<file path="src/rtl/sha1_pkg.sv">
// Shared SHA-1 definitions: SRAM geometry, digest width, loader FSM states and
// the byte-index to word-address helper.
package sha1_pkg;
    localparam int DIGEST_W = 160;
    localparam int SRAM_AW  = 16;
    localparam int SRAM_DW  = 32;

    typedef enum logic [1:0] {FILL, COMMIT, START, WAIT} loader_state_e;

    typedef struct packed {
        logic               we;
        logic [SRAM_AW-1:0] addr;
        logic [SRAM_DW-1:0] data;
    } sram_wr_t;

    // Byte address of the word holding byte idx.
    function automatic logic [SRAM_AW-1:0] word_addr(input logic [SRAM_AW-1:0] base,
                                                     input logic [SRAM_AW-1:0] idx);
        return base + (idx & ~SRAM_AW'(3));
    endfunction
endpackage

</file>
<file path="src/rtl/sha1_byte_packer.sv">
// Packs accepted bytes little-endian into 32-bit words and issues one SRAM
// write per completed (or final partial) word, one cycle after the byte lands.
module sha1_byte_packer
    import sha1_pkg::*;
#(
    parameter logic [SRAM_AW-1:0] BASE_ADDR = 16'h0000,
    parameter int                 MAX_BYTES = 4096,
    localparam int                CNT_W     = $clog2(MAX_BYTES) + 1
) (
    input  logic             clk,
    input  logic             nreset,
    input  logic             accept,
    input  logic [7:0]       byte_data,
    input  logic             last,
    input  logic             clear,
    output sram_wr_t         wr,
    output logic [CNT_W-1:0] count,
    output logic             eom,
    output logic             overflow
);
    logic [1:0]         lane;
    logic [SRAM_DW-1:0] word_q, word_nxt;

    assign lane     = count[1:0];
    assign overflow = accept && !last && (count == CNT_W'(MAX_BYTES - 1));
    assign eom      = accept && (last || overflow);

    // Lane 0 starts a fresh word so unfilled lanes of a short tail read as 0.
    always_comb begin
        word_nxt = (lane == 2'd0) ? '0 : word_q;
        word_nxt[{lane, 3'b000} +: 8] = byte_data;
    end

    always_ff @(posedge clk or negedge nreset) begin
        if (!nreset) begin
            word_q <= '0;
            count  <= '0;
            wr     <= '{we: 1'b0, addr: BASE_ADDR, data: '0};
        end else begin
            wr.we <= 1'b0;
            if (clear) count <= '0;
            if (accept) begin
                word_q <= word_nxt;
                count  <= count + CNT_W'(1);
                if (lane == 2'd3 || eom) begin
                    wr.we   <= 1'b1;
                    wr.addr <= word_addr(BASE_ADDR, SRAM_AW'(count));
                    wr.data <= word_nxt;
                end
            end
        end
    end
endmodule

</file>
<file path="src/rtl/sha1_msg_loader.sv">
// Loads a byte-stream message into SRAM port A, kicks the SHA-1 hasher and
// captures its digest on a fresh low-to-high completion.
module sha1_msg_loader
    import sha1_pkg::*;
#(
    parameter logic [SRAM_AW-1:0] BASE_ADDR = 16'h0000,
    parameter int                 MAX_BYTES = 4096
) (
    input  logic                clk,
    input  logic                nreset,
    input  logic                in_valid,
    input  logic [7:0]          in_data,
    input  logic                in_last,
    output logic                in_ready,
    output logic                port_A_clk,
    output logic [SRAM_AW-1:0]  port_A_addr,
    output logic [SRAM_DW-1:0]  port_A_data_in,
    input  logic [SRAM_DW-1:0]  port_A_data_out,
    output logic                port_A_we,
    output logic                start_hash,
    output logic [31:0]         message_addr,
    output logic [31:0]         message_size,
    input  logic                hash_done,
    input  logic [DIGEST_W-1:0] hash_in,
    output logic [DIGEST_W-1:0] digest,
    output logic                digest_valid,
    output logic                err
);
    localparam int CNT_W = $clog2(MAX_BYTES) + 1;

    loader_state_e    state_q, state_d;
    logic             accept, eom, overflow, seen_low, done_hit;
    logic [CNT_W-1:0] count;
    sram_wr_t         wr;
    logic             unused_rdata;

    assign in_ready     = (state_q == FILL);
    assign accept       = in_valid && in_ready;
    // hash_done may still be high from the previous message; require a low first.
    assign done_hit     = (state_q == WAIT) && seen_low && hash_done;

    assign port_A_clk     = clk;
    assign port_A_we      = wr.we;
    assign port_A_addr    = wr.addr;
    assign port_A_data_in = wr.data;
    assign message_addr   = {16'h0000, BASE_ADDR};
    assign unused_rdata   = ^port_A_data_out;

    sha1_byte_packer #(
        .BASE_ADDR (BASE_ADDR),
        .MAX_BYTES (MAX_BYTES)
    ) u_packer (
        .clk       (clk),
        .nreset    (nreset),
        .accept    (accept),
        .byte_data (in_data),
        .last      (in_last),
        .clear     (state_q == COMMIT),
        .wr        (wr),
        .count     (count),
        .eom       (eom),
        .overflow  (overflow)
    );

    always_comb begin
        state_d = state_q;
        case (state_q)
            FILL:    if (eom) state_d = COMMIT;
            COMMIT:  state_d = START;
            START:   state_d = WAIT;
            WAIT:    if (done_hit) state_d = FILL;
            default: state_d = FILL;
        endcase
    end

    always_ff @(posedge clk or negedge nreset) begin
        if (!nreset) begin
            state_q      <= FILL;
            start_hash   <= 1'b0;
            message_size <= '0;
            seen_low     <= 1'b0;
            digest       <= '0;
            digest_valid <= 1'b0;
            err          <= 1'b0;
        end else begin
            state_q      <= state_d;
            start_hash   <= (state_q == COMMIT);
            digest_valid <= done_hit;
            if (state_q == COMMIT) message_size <= 32'(count);
            if (state_q == START) seen_low <= 1'b0;
            else if (state_q == WAIT && !hash_done) seen_low <= 1'b1;
            if (done_hit) digest <= hash_in;
            if (overflow) err <= 1'b1;
            else if (accept && count == '0) err <= 1'b0;
        end
    end
endmodule

</file>
<file path="config.mk">
export PLATFORM = sky130hd
export DESIGN_NAME = sha1_msg_loader
export DESIGN_NICKNAME = d
export VERILOG_FILES = /design/src/rtl/sha1_pkg.sv /design/src/rtl/sha1_byte_packer.sv /design/src/rtl/sha1_msg_loader.sv
export SDC_FILE = /design/constraint.sdc
export NUM_CORES = 1
export LEC_CHECK = 0
export CAP_MARGIN = 20
export CORE_AREA = 2 2 188 190
export DETAILED_ROUTE_END_ITERATION = 8
export DIE_AREA = 0 0 190 192
export GPL_TIMING_DRIVEN = 0
export PLACE_DENSITY_LB_ADDON = 0.12
export SYNTH_ARGS = -nofsm -noshare
export SYNTH_HDL_FRONTEND = slang
export SYNTH_SLANG_ARGS = --single-unit
</file>
<file path="constraint.sdc">
create_clock -name clk -period 6 [get_ports clk]
set_clock_uncertainty 0.1 [all_clocks]
set_input_delay 0.6 -clock clk [delete_from_list [all_inputs] [get_ports clk]]
set_output_delay 0.6 -clock clk [all_outputs]
set_load 0.1 [all_outputs]
</file>
==> impl_metrics.csv, run 1 <==
group,metric,value,unit
yosys,synthCells,797,
routing,routed_wl,34000,um
timing,relSlewSlack,0.229,
clock_tree,clkTransAtPathRegs,60,ps
die,pin_count,483,
die,start_util,0.320,
yosys,yosysTopAreaCell,"dfrtp_1",
critical_path,cp_max_fo,2,
yosys,netlist_area,11000,um2
clock_tree,cts_tree,"done",
clock_tree,post-cts-setup-buffers,0,
critical_path,timing.rr.start,"u_packer.count[0]",
global_route,grt_pass1_wl,50800,um
critical_path,cp-end-kind,"output pin",
yosys,synth_common_cells,"268 x dfrtp_1, 183 x mux2_2, 57 x buf_4",
routing,viasPerCell,4.51,
die,die_area,36500,um2
critical_path,crit_start,"clk",
yosys,ys_ff_latch,268,
layout,finalInstanceArea,16800,um2
yosys,post-synth-top-count-cell,"dfrtp_1",
global_route,grt_pass1_vias,8016,
yosys,synthTopCellsByArea,"dfrtp_1 61%, mux2_2 19%, buf_4 3.9%, a22o_1 2.6%, a22oi_1 2.2%",
die,core,34300,um2
critical_path,worstSetupStartpointType,"clock port",
yosys,async_reset_ff_frac,1.00,
die,fp.dieW,190,um
timing,setup_violations,0,
layout,antennaDiodeCount,0,
die,rows,68,
global_route,overflow,0,
routing,drtIter0Drc,303,
critical_path,required,5300,ps
layout,fillers,3102,
yosys,yosysWarnings,0,
place,placedInstanceArea,15700,um2
routing,ant_nets,0,
global_route,grt.total_usage,0.183,
routing,drcViolationCount,0,
flow_run,max-cap-violations,0,
clock_tree,clk_latency,660,ps
routing,first_pass_iters,4,
critical_path,worstPathArrival,4320,ps
critical_path,reg2reg_depth,6,
place,place_congestion,0.759,
global_route,grt_max_degree,108,
timing,drv_slew,0,
layout,final_nets,1493,
die,die_y,192,um
outcome,status,"completed",
critical_path,reg2reg_to,"u_packer.wr[12]",
timing,rsz0062_at_grt,"no",
yosys,synth_area_per_cell,13.7,um2
place,dp_hpwl,25600,um
critical_path,setup.worst_path.end,"port_A_clk",
yosys,synth_flop_cell,"dfrtp_1",
layout,drive_gt1_frac,0.253,
yosys,ys_types,41,
yosys,netlist.area_leader.share,0.612,
place,portBuffers,386,
timing,finalHoldViolations,0,
min_path,hp-class,"in2reg",
yosys,synth_edf_count,0,
timing,worst_pin_slew,1150,ps
layout,syn2layout_area_growth,53.0,%
critical_path,r2r_slack,3350,ps
global_route,grt_antenna_before_repair,0,
yosys,synth-seq-area-share,0.612,
routing,vias,7927,
routing,avgRoutedWirePerCell,19.4,um
critical_path,critPathKind,"clk2out",
stage by stage:
step	TNS, ps	std cells	setup WS [ps]	util	hold slack (ps)
3_5_place_dp	0	1696	1250	0.457	371
6_report	0	1757	982	0.489	332
4_1_cts	0	1757	976	0.489	324
3_3_place_gp	-2190650	1693	-8200	0.455	366
5_1_grt	0	1757	969	0.489	346
2_1_floorplan	0	852	2090	-	204
layer usage:
layer	global-route usage	part of all wire	vias up
met5	0	0	-
met4	0.0483	0.016	0
met3	0.0517	0.076	31
met2	0.323	0.51	258
met1	0.218	0.40	3946
li1	-	-	3692
cell usage in the layout, fill, tap and decap left out, types with 5 or more instances in the layout:
master	count
nor2_1	11
o21ai_0	45
ha_1	10
dfrtp_1	268
buf_2	23
buf_1	9
buf_4	57
clkbuf_1	23
inv_1	8
clkbuf_8	9
a22o_1	33
a22oi_1	32
clkdlybuf4s50_1	385
o31ai_1	5
clkinv_2	6
mux2_2	183
conb_1	56
o21ai_1	5
clkbuf_16	34
nand2_1	46
timing repair:
item	in CTS	in global routing
gates resized for setup	0	0
hold buffers	1	0
endpoints found under the hold margin	95	0
worst min path at each step:
| stage | startpoint | endpoint | cells after the start |
|---|---|---|---|
| 6_report | in_data[7] | u_packer.word_q[7] | 2 |
| 5_1_grt | in_data[1] | u_packer.word_q[1] | 2 |
| 4_1_cts | in_data[6] | u_packer.word_q[6] | 2 |
| 3_5_place_dp | u_packer.wr[16] | u_packer.wr[16] | 2 |
| 3_3_place_gp | u_packer.wr[17] | u_packer.wr[17] | 2 |
| 2_1_floorplan | nreset | digest[0] | 0 |
registers in the layout (all words and copies together) (netlist names):
register         flops
digest             160
u_packer.wr         44
u_packer.word_q     32
message_size        13
u_packer.count      13
state_q              2
digest_valid         1
err                  1
seen_low             1
start_hash           1
kinds of logic (layout without fill, tap and decap cells):
logic type               after synthesis  count (layout)  synth area share
multiplexers                         185             185             0.190
adder cells (fa/ha/maj)               10              10            0.0114
AND/OR/NAND/NOR                       88              88            0.0406
other                                  1              56          0.000342
flip-flops                           268             268             0.612
buffers and inverters                114             564            0.0619
AO/OA/AOI/OAI                        131             131            0.0838
critical path, cell delays in order:
cell and delay, ps:
clkbuf_16 120, clkbuf_16 130, buf_4 120, clkdlybuf4s50_1 950
cell type report:
type / count / area, um2 / area share
Tap cell: 455 / 569 / 0.0340
Clock inverter: 9 / 76.3 / 0.00455
Clock buffer: 52 / 1010 / 0.0605
Sequential cell: 268 / 6710 / 0.400
Buffer: 105 / 644 / 0.0384
Inverter: 9 / 33.8 / 0.00201
Multi-Input combinational cell: 470 / 3780 / 0.225
Timing Repair Buffer: 389 / 3940 / 0.235
Power of run 1 is left out: the tool's default activity adds up to more than one toggle a clock period on the data nets, which glitch-free logic cannot reach.
==> inputs of run 2 (changes only) <==
--- a/config.mk
+++ b/config.mk
@@ -6,9 +6,9 @@
 export NUM_CORES = 1
 export LEC_CHECK = 0
 export CAP_MARGIN = 20
-export CORE_AREA = 2 2 188 190
+export CORE_AREA = 2 2 189 191
 export DETAILED_ROUTE_END_ITERATION = 8
-export DIE_AREA = 0 0 190 192
+export DIE_AREA = 0 0 191 193
 export GPL_TIMING_DRIVEN = 0
 export PLACE_DENSITY_LB_ADDON = 0.12
 export SYNTH_ARGS = -nofsm -noshare
==> constraint.sdc (replaced) <==
create_clock -name clk -period 4.09 [get_ports clk]
set_clock_uncertainty 0.1 [all_clocks]
set_input_delay 0.409 -clock clk [delete_from_list [all_inputs] [get_ports clk]]
set_output_delay 0.409 -clock clk [all_outputs]
set_load 0.1 [all_outputs]
==> run 2 against run 1 <==
Against the previous run:
- first-iteration DRC count is 26% lower
- register-to-register slack got worse by 2000 ps
- cell count is 0.11% higher
- highest routed layer unchanged
==> impl_metrics.csv, run 2 (synthesis results as in run 1) <==
group,metric,value,unit
outcome,status,"completed",
global_route,grt_antenna_before_repair,0,
layout,final_common_cell,"clkdlybuf4s50_1",
critical_path,cp_slowest_stage_delay,950,ps
layout,reg_top3,"digest (160), u_packer.wr (44), u_packer.word_q (32)",
critical_path,crit_chain,"clkbuf_16, clkbuf_16, buf_4, clkdlybuf4s50_1",
critical_path,critPathKind,"clk2out",
global_route,grt_pass1_vias,7791,
timing,whs,164,ps
critical_path,timing.rr.start,"u_packer.count[0]",
place,place_congestion,0.747,
routing,viasPerCell,4.42,
critical_path,r2r_slack,1380,ps
critical_path,reg2reg_depth,6,
critical_path,slowest_stage,"clkdlybuf4s50_1",
clock_tree,clkTransAtPathRegs,60,ps
flow_run,max-cap-violations,0,
clock_tree,cts_tree,"done",
min_path,min_path_cells,2,
die,rows,69,
layout,drive_gt1_frac,0.253,
min_path,holdPathEnd,"u_packer.word_q[25]",
timing,setup_violations,0,
routing,drtIter0Drc,224,
critical_path,cp-end-kind,"output pin",
routing,ant_nets,0,
layout,syn2layout_area_growth,53.5,%
clock_tree,clk_latency,660,ps
routing,routed_wl,33800,um
timing,drv_slew,0,
critical_path,required,3580,ps
layout,final_nets,1493,
timing,relSlewSlack,0.230,
timing,finalHoldViolations,0,
routing,drcViolationCount,0,
routing,first_pass_iters,4,
layout,top_register,"digest",
die,core,35000,um2
min_path,hp-class,"in2reg",
timing,worst_pin_slew,1150,ps
die,die_area,36900,um2
global_route,grt.total_usage,0.178,
place,portBuffers,386,
die,die_y,193,um
timing,rsz0062_at_grt,"no",
die,pin_count,483,
min_path,min_from,"in_data[1]",
clock_tree,cts_resized,0,
layout,antennaDiodeCount,0,
routing,avgRoutedWirePerCell,19.2,um
die,start_util,0.313,
critical_path,cp_common_cell,"clkbuf_16",
layout,largest_reg_flops,160,
layout,final_util,0.481,
critical_path,reg2reg_to,"u_packer.wr[12]",
global_route,grt_max_degree,113,
routing,vias,7778,
critical_path,worstPathArrival,3360,ps
global_route,grt_pass1_wl,49900,um
critical_path,cp_max_fo,2,
layout,final_cell_mix,"385 x clkdlybuf4s50_1, 268 x dfrtp_1, 183 x mux2_2",
global_route,overflow,0,
place,dp_hpwl,25300,um
critical_path,worstSetupStartpointType,"clock port",
die,fp.dieW,191,um
place,post-place-ws,483,ps
timing,fin_ws,222,ps
==> run 2: cell type report <==
| cell class | count | area [um2] |
|---|---|---|
| Multi-Input combinational cell | 470 | 3780 |
| Clock buffer | 48 | 990 |
| Buffer | 105 | 644 |
| Fill cell | 3241 | 18100 |
| Inverter | 9 | 33.8 |
| Tap cell | 461 | 577 |
| Clock inverter | 9 | 148 |
| Timing Repair Buffer | 389 | 3940 |
| Sequential cell | 268 | 6710 |
==> run 2: how the worst max path moves through the flow <==
stage | cells past startpoint | to | slack [ps] | from
6_report | 4 | port_A_clk | 220 | clk
5_1_grt | 4 | port_A_clk | 210 | clk
4_1_cts | 4 | port_A_clk | 220 | clk
3_5_place_dp | 2 | port_A_clk | 480 | clk
3_3_place_gp | 1 | digest[36] | -9910 | nreset
2_1_floorplan | 1 | port_A_clk | 1320 | clk
==> run 2: per-layer routing <==
layer | up-vias | GRT usage | part of all wire
li1 | 3683 | - | -
met1 | 3814 | 0.212 | 0.40
met2 | 242 | 0.323 | 0.52
met3 | 39 | 0.0416 | 0.066
met4 | 0 | 0.0459 | 0.021
met5 | - | 0 | 0
==> run 2: critical path: cells and delay by family <==
| family | cells | cell delay [ps] |
|---|---|---|
| buffers and inverters | 4 | 1320 |
==> run 2: through the flow <==
| stage | instances | setup TNS (ps) | instance area (um2) |
|---|---|---|---|
| 6_report | 1759 | 0 | 16800 |
| 5_1_grt | 1759 | 0 | 16800 |
| 4_1_cts | 1759 | 0 | 16800 |
| 3_5_place_dp | 1702 | 0 | 15700 |
| 3_3_place_gp | 1699 | -2650330 | 15600 |
| 2_1_floorplan | 852 | 0 | 11200 |
==> run 2: timing repair <==
item,4_1_cts,5_1_grt
setup buffers,0,0
hold endpoints to repair,56,0
hold buffers,1,0
Power of run 2 is left out for the same reason.
==> inputs of run 3 (changes only) <==
--- a/config.mk
+++ b/config.mk
@@ -9,8 +9,9 @@
 export CORE_AREA = 2 2 189 191
 export DETAILED_ROUTE_END_ITERATION = 8
 export DIE_AREA = 0 0 191 193
+export GPL_ROUTABILITY_DRIVEN = 1
 export GPL_TIMING_DRIVEN = 0
-export PLACE_DENSITY_LB_ADDON = 0.12
+export PLACE_DENSITY = 0.65
 export SYNTH_ARGS = -nofsm -noshare
 export SYNTH_HDL_FRONTEND = slang
 export SYNTH_SLANG_ARGS = --single-unit
==> run 3 against run 2 <==
Against the previous run:
- count of clock-buffer cells in the layout unchanged
- cell count increased by 0.34%
- global-route usage decreased by 0.79 points
- sequential share of layout area decreased by 0.13 points
- die area unchanged
- routed wire length decreased by 3.2%
- sequential cell count unchanged
==> impl_metrics.csv, run 3 (synthesis results as in run 1) <==
group,metric,value,unit
timing,rsz0062_at_grt,"no",
die,pin_count,483,
place,dp_hpwl,24700,um
layout,drive_gt1_frac,0.255,
global_route,grt_max_degree,117,
min_path,hp-class,"in2reg",
critical_path,critPathKind,"clk2out",
die,core,35000,um2
layout,finalInstanceArea,16900,um2
die,rows,69,
die,start_util,0.313,
die,fp.dieW,191,um
routing,routed_wl,32700,um
routing,vias,8032,
global_route,grt_pass1_wl,48200,um
layout,final_cell_mix,"385 x clkdlybuf4s50_1, 268 x dfrtp_1, 183 x mux2_2",
clock_tree,clkTransAtPathRegs,60,ps
critical_path,required,3580,ps
timing,relSlewSlack,0.224,
clock_tree,post-cts-setup-buffers,0,
layout,final_nets,1495,
place,post-place-ws,483,ps
global_route,overflow,0,
routing,avgRoutedWirePerCell,18.5,um
critical_path,cp-end-kind,"output pin",
routing,drcViolationCount,0,
clock_tree,clk_latency,660,ps
global_route,grt_antenna_before_repair,1,
place,place_congestion,0.787,
timing,fin_ws,214,ps
clock_tree,cts_tree,"done",
timing,drv_slew,0,
critical_path,cp_max_fo,2,
clock_tree,cts_resized,0,
critical_path,cp_common_cell,"clkbuf_16",
critical_path,cp_slowest_stage_delay,950,ps
global_route,grt_pass1_vias,8030,
flow_run,max-cap-violations,0,
layout,final_common_cell,"clkdlybuf4s50_1",
critical_path,worstSetupStartpointType,"clock port",
die,die_y,193,um
layout,reg_top3,"digest (160), u_packer.wr (44), u_packer.word_q (32)",
place,placedInstanceArea,15700,um2
critical_path,crit_chain,"clkbuf_16, clkbuf_16, buf_4, clkdlybuf4s50_1",
routing,drtIter0Drc,348,
timing,finalHoldViolations,0,
layout,largest_reg_flops,160,
outcome,status,"completed",
global_route,grt.total_usage,0.170,
routing,ant_nets,0,
die,die_area,36900,um2
layout,fillers,3201,
timing,worst_pin_slew,1160,ps
routing,first_pass_iters,6,
layout,top_register,"digest",
critical_path,worstPathArrival,3370,ps
timing,setup_violations,0,
place,portBuffers,386,
critical_path,slowest_stage,"clkdlybuf4s50_1",
routing,viasPerCell,4.55,
layout,syn2layout_area_growth,54.0,%
run 3: cell type report:
class                   count  area [um2]  share of cell area
clock inverters             9         124             0.00734
clock buffers              48        1000              0.0592
well taps                 461         577              0.0342
diodes                      3        7.51            0.000445
flip-flops and latches    268        6710               0.397
inverters                   9        33.8             0.00200
multi-input cells         470        3780               0.224
plain buffers             105         644              0.0382
repair buffers            392        4000               0.237
run 3: final timing paths:
check / start / endpoint / slack, ps / cells after the start
setup reg to reg: u_packer.count[0] / u_packer.wr[12] / 1420 / 6
max in group asynchronous: nreset / digest[132] / 2720 / 3
setup / recovery: clk / port_A_clk / 210 / 4
hold / removal: in_data[2] / u_packer.word_q[18] / 140 / 2
min in group asynchronous: nreset / message_size[8] / 170 / 2
hold reg to reg: u_packer.wr[19] / u_packer.wr[19] / 380 / 2
run 3: timing repair:
action / CTS / global route
hold endpoints to repair: 54 / 0
hold buffers: 1 / 0
setup endpoints to repair: 0 / 0
run 3: critical path, delay by kind of cell:
| kind | cells | cell delay [ps] |
|---|---|---|
| buf+inv | 4 | 1320 |
run 3: routing by layer:
layer | wire length [um] | vias up | GRT usage
li1 | - | 3703 | -
met1 | 12700 | 3973 | 0.205
met2 | 16700 | 307 | 0.299
met3 | 2580 | 49 | 0.0416
met4 | 702 | 0 | 0.0558
met5 | 0 | - | 0
run 3: through the flow:
stage                     setup TNS [ps]  cells  hold slack (ps)   util
final                                  0   1765              135  0.483
after global routing                   0   1763              111  0.483
after CTS                              0   1762             95.9  0.482
after detailed placement               0   1705              277  0.450
after global placement          -2495500   1699              368  0.446
after floorplan                        0    852             13.4      -
Power of run 3 is left out for the same reason.
